--- config.mk ---
export PLATFORM = sky130hd
export DESIGN_NAME = pcpi_copro_mux
export DESIGN_NICKNAME = d
export VERILOG_FILES = /design/src/rtl/pcpi_copro_mux_pkg.sv /design/src/rtl/pcpi_copro_mux_resp_sel.sv /design/src/rtl/pcpi_copro_mux.sv
export SDC_FILE = /design/constraint.sdc
export NUM_CORES = 1
export LEC_CHECK = 0
export CAP_MARGIN = 20
export CORE_AREA = 5 5 125 127
export DETAILED_ROUTE_END_ITERATION = 8
export DIE_AREA = 0 0 130 132
export PLACE_DENSITY = 0.8
export RECOVER_POWER = 100
export REMOVE_ABC_BUFFERS = 1
export SLEW_MARGIN = 30
export SYNTH_ARGS = -nofsm -noshare
export SYNTH_HDL_FRONTEND = slang
export SYNTH_SLANG_ARGS = --single-unit
--- constraint.sdc ---
create_clock -name clk_i -period 2.25 [get_ports clk_i]
set_input_delay 0.5625 -clock clk_i [delete_from_list [all_inputs] [get_ports clk_i]]
set_output_delay 0.5625 -clock clk_i [all_outputs]
set_load 0.02 [all_outputs]
--- src/rtl/pcpi_copro_mux_pkg.sv ---
// Shared state encoding, instruction-field constants and helpers for the PCPI coprocessor mux.
package pcpi_copro_mux_pkg;

  typedef enum logic [1:0] {
    ST_IDLE  = 2'd0,
    ST_ISSUE = 2'd1,
    ST_DRAIN = 2'd2
  } state_e;

  // Wide enough for any legal timeout (< 14 so the core's 16-cycle trap still wins the race).
  localparam int TCNT_W = 4;

  localparam logic [6:0] PCPI_OPC_CUSTOM0 = 7'b0001011;
  localparam logic [6:0] PCPI_F7_APPROX   = 7'b0000001;

  localparam logic [2:0] APPROX_F3_DUAL16  = 3'b000;
  localparam logic [2:0] APPROX_F3_QUAD_LO = 3'b001;
  localparam logic [2:0] APPROX_F3_QUAD_HI = 3'b010;

  function automatic logic [31:0] approx_insn(input logic [2:0] f3,
                                              input logic [4:0] rd,
                                              input logic [4:0] rs1,
                                              input logic [4:0] rs2);
    return {PCPI_F7_APPROX, rs2, rs1, f3, rd, PCPI_OPC_CUSTOM0};
  endfunction

  function automatic logic is_approx_insn(input logic [31:0] insn);
    logic f3_ok;
    f3_ok = (insn[14:12] == APPROX_F3_DUAL16) ||
            (insn[14:12] == APPROX_F3_QUAD_LO) ||
            (insn[14:12] == APPROX_F3_QUAD_HI);
    return (insn[6:0] == PCPI_OPC_CUSTOM0) && (insn[31:25] == PCPI_F7_APPROX) && f3_ok;
  endfunction

endpackage

--- src/rtl/pcpi_copro_mux_resp_sel.sv ---
// Combinational response selector: the lowest-index ready slave supplies rd/wr.
// The collision flag multi_o exists only when PCPI_MUX_STATS_EN is defined.
module pcpi_resp_sel #(
  parameter int N_SLAVES = 2
) (
  input  logic [N_SLAVES-1:0]    s_ready_i,
  input  logic [N_SLAVES-1:0]    s_wr_i,
  input  logic [32*N_SLAVES-1:0] s_rd_i,
  output logic                   any_ready_o,
  output logic                   sel_wr_o,
  output logic [31:0]            sel_rd_o
`ifdef PCPI_MUX_STATS_EN
  ,
  output logic                   multi_o
`endif
);

  // Scan high to low so the lowest set index is the last (winning) assignment.
  always_comb begin
    sel_wr_o = 1'b0;
    sel_rd_o = '0;
    for (int i = N_SLAVES - 1; i >= 0; i--) begin
      if (s_ready_i[i]) begin
        sel_wr_o = s_wr_i[i];
        sel_rd_o = s_rd_i[32*i +: 32];
      end
    end
  end

  assign any_ready_o = |s_ready_i;

`ifdef PCPI_MUX_STATS_EN
  // Clearing the lowest set bit leaves something only if two or more bits were set.
  assign multi_o = |(s_ready_i & (s_ready_i - N_SLAVES'(1)));
`endif

endmodule

--- src/rtl/pcpi_copro_mux.sv ---
// PCPI coprocessor mux: broadcasts each core request to N slaves and returns the first response.
// Statistics counters and stat_* ports are built only when PCPI_MUX_STATS_EN is defined.
//   state | meaning
//   IDLE  | waiting for a core request
//   ISSUE | request broadcast, waiting for a slave ready/wait or the timeout
//   DRAIN | response returned or abandoned, waiting for the core to drop valid
module pcpi_copro_mux
  import pcpi_copro_mux_pkg::*;
#(
  parameter int N_SLAVES    = 2,
  parameter int TIMEOUT_CYC = 12
) (
  input  logic                   clk_i,
  input  logic                   resetn_i,
  input  logic                   pcpi_valid_i,
  input  logic [31:0]            pcpi_insn_i,
  input  logic [31:0]            pcpi_rs1_i,
  input  logic [31:0]            pcpi_rs2_i,
  output logic                   pcpi_wr_o,
  output logic [31:0]            pcpi_rd_o,
  output logic                   pcpi_wait_o,
  output logic                   pcpi_ready_o,
  output logic [N_SLAVES-1:0]    s_valid_o,
  output logic [31:0]            s_insn_o,
  output logic [31:0]            s_rs1_o,
  output logic [31:0]            s_rs2_o,
  input  logic [N_SLAVES-1:0]    s_wr_i,
  input  logic [32*N_SLAVES-1:0] s_rd_i,
  input  logic [N_SLAVES-1:0]    s_wait_i,
  input  logic [N_SLAVES-1:0]    s_ready_i
`ifdef PCPI_MUX_STATS_EN
  ,
  output logic [31:0]            stat_issued_o,
  output logic [15:0]            stat_timeout_o,
  output logic [15:0]            stat_collide_o
`endif
);

  // Down-counter loaded at issue; expiry is the terminal count seen on an idle ISSUE cycle.
  localparam logic [TCNT_W-1:0] TCNT_LOAD = TCNT_W'(TIMEOUT_CYC - 1);

  state_e            state_q, state_d;
  logic [31:0]       insn_q, insn_d;
  logic [31:0]       rs1_q, rs1_d;
  logic [31:0]       rs2_q, rs2_d;
  logic [31:0]       rd_q, rd_d;
  logic [TCNT_W-1:0] tcnt_q, tcnt_d;
  logic              armed_q, armed_d;
  logic              ready_q, ready_d;
  logic              wr_q, wr_d;
  logic              wait_q, wait_d;

  logic              any_ready;
  logic              sel_wr;
  logic [31:0]       sel_rd;
`ifdef PCPI_MUX_STATS_EN
  logic              multi;
`endif

  pcpi_resp_sel #(
    .N_SLAVES (N_SLAVES)
  ) u_resp_sel (
    .s_ready_i   (s_ready_i),
    .s_wr_i      (s_wr_i),
    .s_rd_i      (s_rd_i),
    .any_ready_o (any_ready),
    .sel_wr_o    (sel_wr),
    .sel_rd_o    (sel_rd)
`ifdef PCPI_MUX_STATS_EN
    ,
    .multi_o     (multi)
`endif
  );

  always_ff @(posedge clk_i or negedge resetn_i) begin
    if (!resetn_i) begin
      state_q <= ST_IDLE;
      insn_q  <= '0;
      rs1_q   <= '0;
      rs2_q   <= '0;
      rd_q    <= '0;
      tcnt_q  <= '0;
      armed_q <= 1'b0;
      ready_q <= 1'b0;
      wr_q    <= 1'b0;
      wait_q  <= 1'b0;
    end else begin
      state_q <= state_d;
      insn_q  <= insn_d;
      rs1_q   <= rs1_d;
      rs2_q   <= rs2_d;
      rd_q    <= rd_d;
      tcnt_q  <= tcnt_d;
      armed_q <= armed_d;
      ready_q <= ready_d;
      wr_q    <= wr_d;
      wait_q  <= wait_d;
    end
  end

  always_comb begin
    state_d = state_q;
    insn_d  = insn_q;
    rs1_d   = rs1_q;
    rs2_d   = rs2_q;
    rd_d    = rd_q;
    tcnt_d  = tcnt_q;
    armed_d = armed_q;
    ready_d = 1'b0;
    wr_d    = 1'b0;
    wait_d  = 1'b0;
    unique case (state_q)
      ST_IDLE: begin
        if (pcpi_valid_i) begin
          insn_d  = pcpi_insn_i;
          rs1_d   = pcpi_rs1_i;
          rs2_d   = pcpi_rs2_i;
          tcnt_d  = TCNT_LOAD;
          armed_d = 1'b1;
          state_d = ST_ISSUE;
        end
      end
      ST_ISSUE: begin
        // A core abort outranks a response arriving in the same cycle.
        if (!pcpi_valid_i) begin
          state_d = ST_IDLE;
        end else if (any_ready) begin
          ready_d = 1'b1;
          wr_d    = sel_wr;
          rd_d    = sel_rd;
          state_d = ST_DRAIN;
        end else if (|s_wait_i) begin
          wait_d  = 1'b1;
          armed_d = 1'b0;
        end else if (armed_q) begin
          if (tcnt_q == '0) begin
            state_d = ST_DRAIN;
          end else begin
            tcnt_d = tcnt_q - TCNT_W'(1);
          end
        end
      end
      ST_DRAIN: begin
        if (!pcpi_valid_i) begin
          state_d = ST_IDLE;
        end
      end
      default: begin
        state_d = ST_IDLE;
      end
    endcase
  end

  // Valid drops combinationally on ready so a single-cycle slave cannot fire twice.
  always_comb begin
    s_valid_o = '0;
    if ((state_q == ST_ISSUE) && !any_ready) begin
      s_valid_o = '1;
    end
    s_insn_o     = insn_q;
    s_rs1_o      = rs1_q;
    s_rs2_o      = rs2_q;
    pcpi_ready_o = ready_q;
    pcpi_wr_o    = wr_q;
    pcpi_rd_o    = rd_q;
    pcpi_wait_o  = wait_q;
  end

`ifdef PCPI_MUX_STATS_EN
  logic [31:0] issued_q;
  logic [15:0] timeout_q;
  logic [15:0] collide_q;
  logic        ev_issue;
  logic        ev_timeout;
  logic        ev_collide;

  assign ev_issue   = (state_q == ST_IDLE) && (state_d == ST_ISSUE);
  assign ev_timeout = (state_q == ST_ISSUE) && (state_d == ST_DRAIN) && !ready_d;
  assign ev_collide = (state_q == ST_ISSUE) && multi;

  always_ff @(posedge clk_i or negedge resetn_i) begin
    if (!resetn_i) begin
      issued_q  <= '0;
      timeout_q <= '0;
      collide_q <= '0;
    end else begin
      if (ev_issue && (issued_q != '1)) begin
        issued_q <= issued_q + 32'd1;
      end
      if (ev_timeout && (timeout_q != '1)) begin
        timeout_q <= timeout_q + 16'd1;
      end
      if (ev_collide && (collide_q != '1)) begin
        collide_q <= collide_q + 16'd1;
      end
    end
  end

  assign stat_issued_o  = issued_q;
  assign stat_timeout_o = timeout_q;
  assign stat_collide_o = collide_q;
`endif

endmodule
* Word-level counts from Yosys, hierarchy flattened *
Cells that the tools add are included.

cells by class
  add/sub/neg operators = 1
  equal/unequal tests = 13
  multiplexer cells = 35
  reductions and logical operators = 12

operator list
  kind                 number
  $mux 32              2
  $mux 4               6
  $mux 1               16
  $mux 2               8
  $ne 2x2->1 const B   8
  $ne 4x4->1 const B   3
  $reduce_and 5->1     2
  $pmux 4 s2           1
  $reduce_and 7->1     1
  $pmux 2 s3           1
  $logic_not 4->1      1
  $reduce_or 2->1      2
  $sub 4x1->4 const B  1
  $reduce_and 3->1     1
  $eq 2x1->1 const B   1
  $eq 2x2->1 const B   1
  $logic_not 2->1      1
  $pmux 1 s2           1
  $reduce_and 2->1     1
  $reduce_bool 2->1    1
  $logic_and 1x1->1    1
  $logic_not 1->1      1

word-level totals
  register bits = 138
  bits of input ports = 169
  output and inout bits = 133
  logic and storage cells = 71

* Longest topological paths before layout *
Gate-level depths: netlist of run 1.

  depth in word-level cells = 7
  depth in mapped cells = 7
  depth with buffers taken out = 6

* Cells and area by module *
Synthesis of run 1 repeated with hierarchy kept, for this count alone.

second synthesis, totals
  cell total of the unflattened synthesis = 370
  area total of the unflattened synthesis = 5626.6 um2

by module, submodules not included
  module          instances  cells each  area an instance (um2)  sequential area each (um2)
  pcpi_copro_mux  1          324         5248.8                  3453.3
  pcpi_resp_sel   1          46          377.9                   0.0

* Worst setup path after synthesis of run 1 *
OpenSTA, ideal clock, no wires.

  path kind = input -> output
  from = input s_ready_i[0]
  to = output s_valid_o[1]
  arrival time = 1.787 ns
  required time = 1.688 ns
  slack = -0.099 ns
  cell stages on the path = 4
  buffers on the path = 3
  path through = clkbuf_1 buf_1 nor3_1 buf_4

between the ends
  word-level cells in the longest chain between the ends = 4

ends and longest elaborated chain
  item               RTL line                       RTL
  from (decl)        pcpi_copro_mux.sv:30           input logic [N_SLAVES-1:0] s_ready_i
  $reduce_or 2->1    pcpi_copro_mux_resp_sel.sv:30  assign any_ready_o = |s_ready_i;
  $logic_not 1->1    pcpi_copro_mux.sv:157          if ((state_q == ST_ISSUE) && !any_ready) begin
  $logic_and 1x1->1  pcpi_copro_mux.sv:157
  $mux 2             pcpi_copro_mux.sv:157
  to (decl)          pcpi_copro_mux.sv:23           output logic [N_SLAVES-1:0] s_valid_o,

No other way between the ends.

* Worst setup path in the final report of run 1 *
  from = input pcpi_valid_i
  to = register rs2_q[26] (netlist: s_rs2_o[26])

between the ends
  word-level cells in the longest chain between the ends = 1

ends and longest elaborated chain
  item                        RTL line              RTL
  from (decl)                 pcpi_copro_mux.sv:15  input logic pcpi_valid_i,
  $reduce_and 2->1 (no line)  -
  to (signal assigned)        pcpi_copro_mux.sv:91  rs2_q <= rs2_d;
  to (decl)                   pcpi_copro_mux.sv:45  logic [31:0] rs2_q, rs2_d;

No other way between the ends.
A chain may end at the register's enable or synchronous reset.

==> results of run 1 <==
[layout make-up]
class                   instances  area, um2
clock buffers                  22        494
clock inverters                 9        135
fillers                      1109       4970
inverters                       4       15.0
well taps                     184        230
repair buffers                324       3150
multi-input cells             232       1870
flip-flops and latches        138       3450
[metrics by stage]
| step | setup TNS [ns] | instances | total power (uW) | utilization [%] | hold WS [ns] |
|---|---|---|---|---|---|
| after floorplan | -688.60 | 374 | 5040 | - | 0.267 |
| after global placement | -7.93 | 882 | 6980 | 61.5 | 0.466 |
| after detailed placement | -0.594 | 882 | 7090 | 61.5 | 0.475 |
| after CTS | -0.00489 | 913 | 10100 | 65.9 | 0.0989 |
| after global routing | 0 | 913 | 10100 | 65.3 | 0.488 |
| final | 0 | 913 | 9590 | 65.3 | 0.474 |
[layer usage]
metal | track usage (%) | vias to the layer above | routed length, um
met5 | 0 | - | 0
met4 | 6.76 | 0 | 301
met3 | 8.35 | 24 | 1760
met2 | 33.1 | 235 | 8270
met1 | 20.9 | 2138 | 5870
li1 | - | 2072 | -
[layout by cell type, fill, tap and decap left out, drive strengths merged, types with 6 or more instances in the layout]
master,netlist,layout
a22oi,31,31
buf,20,8
clkbuf,7,40
clkdlybuf4s50,0,167
dfrtp,138,138
dlygate4sd3,0,131
inv,4,6
mux2,97,97
nand2,35,35
o21ai,36,36
[repair_timing]
action	4_1_cts	5_1_grt
pin swaps	0	0
gates resized for setup	3	5
endpoints found under the setup margin	2	2
hold endpoints to repair	0	0
[sequential cells by signal, indices dropped and copies added (netlist names)]
name          count
armed_q           1
pcpi_wr_o         1
pcpi_wait_o       1
state_q           2
tcnt_q            4
pcpi_ready_o      1
s_rs1_o          32
pcpi_rd_o        32
s_rs2_o          32
s_insn_o         32
[worst max-delay path by stage]
stage / start / endpoint / slack, ns / cells after the start
after floorplan: pcpi_valid_i / tcnt_q[2] / -6.75 / 3
after global placement: s_ready_i[1] / pcpi_rd_o[15] / -0.27 / 5
after detailed placement: s_ready_i[0] / s_valid_o[1] / -0.31 / 3
after CTS: state_q[1] / s_valid_o[0] / -0.005 / 3
after global routing: pcpi_valid_i / s_rs2_o[26] / 0.04 / 5
final: pcpi_valid_i / s_rs2_o[26] / 0.14 / 5
[report_power, final]
group          switching [uW]  internal, uW
clock network            1020          1890
logic                    1660          1530
registers                 334          3160
total                    3020          6580
[logic make-up (layout without fill, tap and decap cells)]
family | after synthesis | after routing | share of synthesized area [%]
compound gates | 76 | 76 | 8.65
buf+inv | 31 | 359 | 2.68
flops | 138 | 138 | 63.1
simple gates | 56 | 56 | 4.85
fa+ha+maj | 2 | 2 | 0.457
mux | 98 | 98 | 20.2
==> implementation parameters, run 1 <==
Parameter                              Value

Run
  Maximum Capacitance Violations ... 0

Setup path
  Number of cells on the worst reg-to-reg path ... 4
  Worst Path Required ... 2.54 ns
  R2r setup slk ... 0.33 ns
  Critical Path, Cell by Cell ... clkdlybuf4s50_1 -> nor3b_1 -> clkbuf_1 -> clkbuf_2 -> mux2_1
  Buf+Inv Stages, Crit Path ... 3
  CP peak stage delay ... slightly below 0.5 ns
  Arrival time worst endpoint ... roughly 2.4 ns
  Type of destination of the critical path ... flop
  Reg2reg start ... state_q[0]
  WS Path Type ... in -> reg
  Max stage delay cell, worst path ... sky130_fd_sc_hd__clkdlybuf4s50_1
  Worst reg2reg endpoint ... s_rs2_o[26]
  Highest fanout seen on the critical path ... 7
  Nature of the critical path startpoint ... primary input
  Family with the most delay on the worst path ... buffers and inverters

Clocking
  CTS tree ... yes
  CTS H-tree lvls ... 4
  Root buffer cell ... sky130_fd_sc_hd__clkbuf_16
  Hold buffer count at CTS ... 0
  Number of buffers inserted to repair setup after CTS ... 0
  Number of clock sinks ... between 100 and 150
  Clock buffer count from CTS ... 17
  Maximum buffer depth of the clock tree ... 2
  Clock-pin slew on the worst setup and hold paths ... approximately 0.060 ns
  Clock insertion delay at the later pin of the skew report ... 0.41 ns

STA
  Unrepaired setup endpoints after global routing ... no
  Finish-stage setup viols ... 0
  Final worst setup slack ... approximately 0.14 ns
  Share of the clock period used by the worst path ... a little over nine tenths
  Worst slew pin tran ... 1.40 ns
  Final max-slew violation count ... 0
  Fmax ... ~0.47 GHz
  Clock Skews ... 0.00844 ns
  Final Hold Vio Count ... 0
  Max-slew headroom ... 6.61%
  Final min period ... between 2 and 2.5 ns

Global route
  Global-route wire length before repair ... between 20 and 30 mm
  Antenna violations before repair ... 0
  Number of global-route vias before repair ... between 4000 and 5000
  Pin count of the biggest net entering global routing ... 67
  Global route total overflow ... 0
  All-layer global routing usage ... between 10% and 20%

Place
  Buffers added on ports ... between 300 and 400
  Final weighted congestion of routability-driven global placement ... ~0.78
  Placed Area ... about 8800 um2
  Detail Placement HPWL ... roughly 13 mm
  Pre-CTS worst setup slack ... -0.307 ns

Worst hold path
  Type of the most critical hold path ... reg -> reg
  Worst hold path cell count ... 1
  Worst min-delay path endpoint ... s_insn_o[26]
  Worst Min Path Start ... s_insn_o[26]

Floorplan
  Vert. Die Dim ... around 130 um
  I/O pin total ... between 300 and 400
  Std-Cell Rows ... between 40 and 50
  Die footprint ... about 17000 um2
  Starting Density ... about two fifths
  Die W ... 130 um
  Core area ... between 10000 and 15000 um2

Routing
  DR pass1 iterations ... 6
  Vias ... 4469
  Via density per instance ... 4.89
  Drc violations ... 0
  Total Routed Length ... roughly 16 mm
  Detailed router's first-iteration violation count ... between 100 and 150
  Count of nets left with antenna violations after detail routing ... 0
  Wire length per cell ... approximately 18 um

Power
  Leakage power ... around 0.004 uW
  Power density normalized to cell area ... 1030 nW/um2
  Max VDD drop ... ~0.00048 V

Finish
  Finished layout cell area ... around 9300 um2
  Number of antenna diodes ... 0
  Post-layout nets ... ~890
  Area grow syn2layout ... 70.9%
  Fraction of layout instances using a drive strength above 1 ... between 7 and 8%

Synth
  Mapped Cells ... 401
  Ranking of synthesized cells by instance count ... sky130_fd_sc_hd__dfrtp_1, sky130_fd_sc_hd__mux2_1, sky130_fd_sc_hd__nand2_1
  Avg Synthesized Cell Area ... between 10 and 15 um2
  Count of distinct cell types in the synthesized netlist ... 32
  Proportion of synthesized chip area in sequential cells ... about 63%
  Share of flip-flops with an asynchronous set or reset after synthesis ... 100%
  Yosys reg bits ... 138
  Primary FF master, synth ... sky130_fd_sc_hd__dfrtp_1
  Cell taking the most area after synthesis ... sky130_fd_sc_hd__dfrtp_1
  Cell area after synthesis ... around 5500 um2
  Count of flip-flops with a built-in enable after synthesis ... 0
  Area share of the largest cell type after synthesis ... between 60% and 70%
  Number of warnings issued by yosys ... 0
  Most frequent cell after synthesis ... sky130_fd_sc_hd__dfrtp_1
  Top post-synthesis cells by area ... sky130_fd_sc_hd__dfrtp_1, sky130_fd_sc_hd__mux2_1, sky130_fd_sc_hd__a22oi_1

Status
  Outcome ... finished clean
No activity file was read; power rests on OpenSTA's default activity.
==> run 2, diff against run 1 <==
- SLEW_MARGIN: 30 -> 0
==> run 2 against run 1 <==
- via count shrank 0.22%
- clock power shrank 3%
- fmax shrank 1.4%
- clock skew shrank 0.0019 ns
- cell area shrank 0.11%
- flip-flop and latch count is the same
- clock-buffer cell count grew 2
- non-clock buffer count grew 1
- largest power group unchanged
- global-route usage shrank 0.10 points
- setup slack lost 0.031 ns
==> implementation parameters, run 2 (synthesis gave the netlist of run 1 again) <==
Parameter                              Value

Routing
  Drc violations ... 0
  Via density per instance ... roughly 4.9
  Highest Signal Layer ... met4
  Vias ... approximately 4500
  Detailed router's first-iteration violation count ... 190
  Total Routed Length ... 16.2 mm
  WL met1 ... 5.75 mm
  Count of nets left with antenna violations after detail routing ... 0
  Total met2 wirelength after detailed routing ... about 8 mm
  Wire length per cell ... 17.7 um
  Met3 routed WL ... about 1.9 mm
  DR pass1 iterations ... 4

Setup path
  Arrival time worst endpoint ... between 2 and 2.5 ns
  Worst Path Required ... between 2 and 3 ns
  Nature of the critical path startpoint ... primary input
  Type of destination of the critical path ... flop
  Critical Path, Cell by Cell ... clkdlybuf4s50_1 -> nor3b_1 -> clkbuf_1 -> clkbuf_2 -> mux2_1
  Highest fanout seen on the critical path ... 9
  Reg2reg start ... state_q[0]
  Max stage delay cell, worst path ... sky130_fd_sc_hd__clkdlybuf4s50_1
  CP startpoint ... pcpi_valid_i
  CP peak stage delay ... slightly below 0.5 ns
  R2r setup slk ... about 0.30 ns
  Number of cells on the worst reg-to-reg path ... 4
  Critical path capture point ... s_insn_o[10]
  WS Path Type ... in -> reg
  Worst reg2reg endpoint ... s_insn_o[10]

Floorplan
  Vert. Die Dim ... between 100 and 150 um
  I/O pin total ... between 300 and 400
  Std-Cell Rows ... 44
  Core area ... between 10000 and 15000 um2
  Die W ... roughly 130 um
  Starting Density ... 38.2%
  Die footprint ... approximately 17000 um2

Global route
  Global route total overflow ... 0
  Global-route wire length before repair ... around 26 mm
  Number of global-route vias before repair ... between 4000 and 5000
  All-layer global routing usage ... between 10% and 20%
  Antenna violations before repair ... 0
  Pin count of the biggest net entering global routing ... between 60 and 70

Clocking
  Maximum buffer depth of the clock tree ... 2
  CTS tree ... yes
  Hold buffer count at CTS ... 0
  Clock-pin slew on the worst setup and hold paths ... roughly 0.06 ns
  CTS H-tree lvls ... 4
  Clock buffer count from CTS ... 17
  Root buffer cell ... sky130_fd_sc_hd__clkbuf_16
  Clock insertion delay at the later pin of the skew report ... 0.41 ns
  Number of buffers inserted to repair setup after CTS ... 0
  Number of clock sinks ... about 140

Place
  Detail Placement HPWL ... approximately 13 mm
  Buffers added on ports ... approximately 300
  Final weighted congestion of routability-driven global placement ... ~0.78

Finish
  Area taken by multi-input logic gates ... between 1500 and 2000 um2
  Commonest cells after routing, fill and taps aside ... sky130_fd_sc_hd__clkdlybuf4s50_1, sky130_fd_sc_hd__dfrtp_1, sky130_fd_sc_hd__dlygate4sd3_1, sky130_fd_sc_hd__mux2_1, sky130_fd_sc_hd__o21ai_0
  Number of antenna diodes ... 0
  Fill cell instance count of the final layout ... 1103
  Area taken by flip-flops and latches ... approximately 3500 um2
  Area grow syn2layout ... 70.7%
  Most common cell after layout, fill and taps aside ... sky130_fd_sc_hd__clkdlybuf4s50_1
  Post-layout nets ... roughly 890
  Fraction of layout instances using a drive strength above 1 ... 7.25%

Run
  Maximum Capacitance Violations ... 0

STA
  Final worst hold slack ... roughly 0.47 ns
  Clock Skews ... 0.00656 ns
  Final max-slew violation count ... 0
  Fmax ... approximately 0.47 GHz
  Max-slew headroom ... under 10%
  Finish-stage setup viols ... 0
  Unrepaired setup endpoints after global routing ... no
  Worst slew pin tran ... approximately 1.4 ns
  Final Hold Vio Count ... 0
  Final min period ... ~2.1 ns
  Final TNS setup ... 0 ns
  Share of the clock period used by the worst path ... around 95%

Power
  Power density normalized to cell area ... a little over 1000 nW/um2
  Leakage power ... just under 0.004 uW
  Max VDD drop ... around 0.0005 V
  Final Total Pwr ... around 9500 uW

Status
  Outcome ... finished clean

Worst hold path
  Type of the most critical hold path ... in -> async
==> run 2: worst min-delay path by stage <==
stage                       startpoint            to  slack, ns  cells past startpoint
after floorplan               resetn_i       armed_q       0.27                      0
after global placement    s_insn_o[26]  s_insn_o[26]       0.47                      1
after detailed placement    s_rs2_o[7]    s_rs2_o[7]       0.47                      1
after CTS                     resetn_i   s_rs2_o[26]        0.1                      1
after global routing       s_rs2_o[20]   s_rs2_o[20]       0.50                      1
final                         resetn_i   s_rs2_o[26]       0.47                      1
==> run 2: report_power, final <==
| group | switching, uW | total [uW] | leakage, uW | internal (uW) |
|---|---|---|---|---|
| Sequential | 331 | 3490 | 0.00165 | 3160 |
| Clock | 1040 | 2820 | 0.000289 | 1790 |
| Combinational | 1650 | 3190 | 0.00204 | 1530 |
| Total | 3020 | 9500 | 0.00398 | 6470 |
==> run 2: stage by stage <==
stage / setup WS, ns / area (um2) / cells / util, %
2_1_floorplan: -6.75 / 5340 / 374 / -
3_3_place_gp: -0.265 / 8800 / 882 / 61.5
3_5_place_dp: -0.376 / 8800 / 882 / 61.5
4_1_cts: -0.00281 / 9410 / 914 / 65.7
5_1_grt: 0.0480 / 9330 / 915 / 65.2
6_report: 0.110 / 9330 / 915 / 65.2
==> run 2: cell type report <==
type,instances,share of cell area [%]
sequential,138,37.0
inverter,4,0.161
multi-input combinational,232,20.0
clock inverter,8,1.17
timing repair buffer,325,33.9
clock buffer,24,5.38
tap,184,2.47
==> run 2: critical path: cells and delay by family <==
family / cells / cell delay (ns)
mux: 1 / 0.35
simple gates: 1 / 0.33
buf+inv: 3 / 1.18
==> run 2: layer usage <==
metal | global-route usage, % | vias up
li1 | - | 2070
met1 | 20.8 | 2115
met2 | 32.6 | 236
met3 | 7.94 | 38
met4 | 7.62 | 0
met5 | 0 | -
==> run 2: timing repair <==
action / CTS / global route
hold endpoints to repair: 0 / 0
setup endpoints to repair: 2 / 2
pin swaps: 0 / 0
resized for setup: 3 / 5
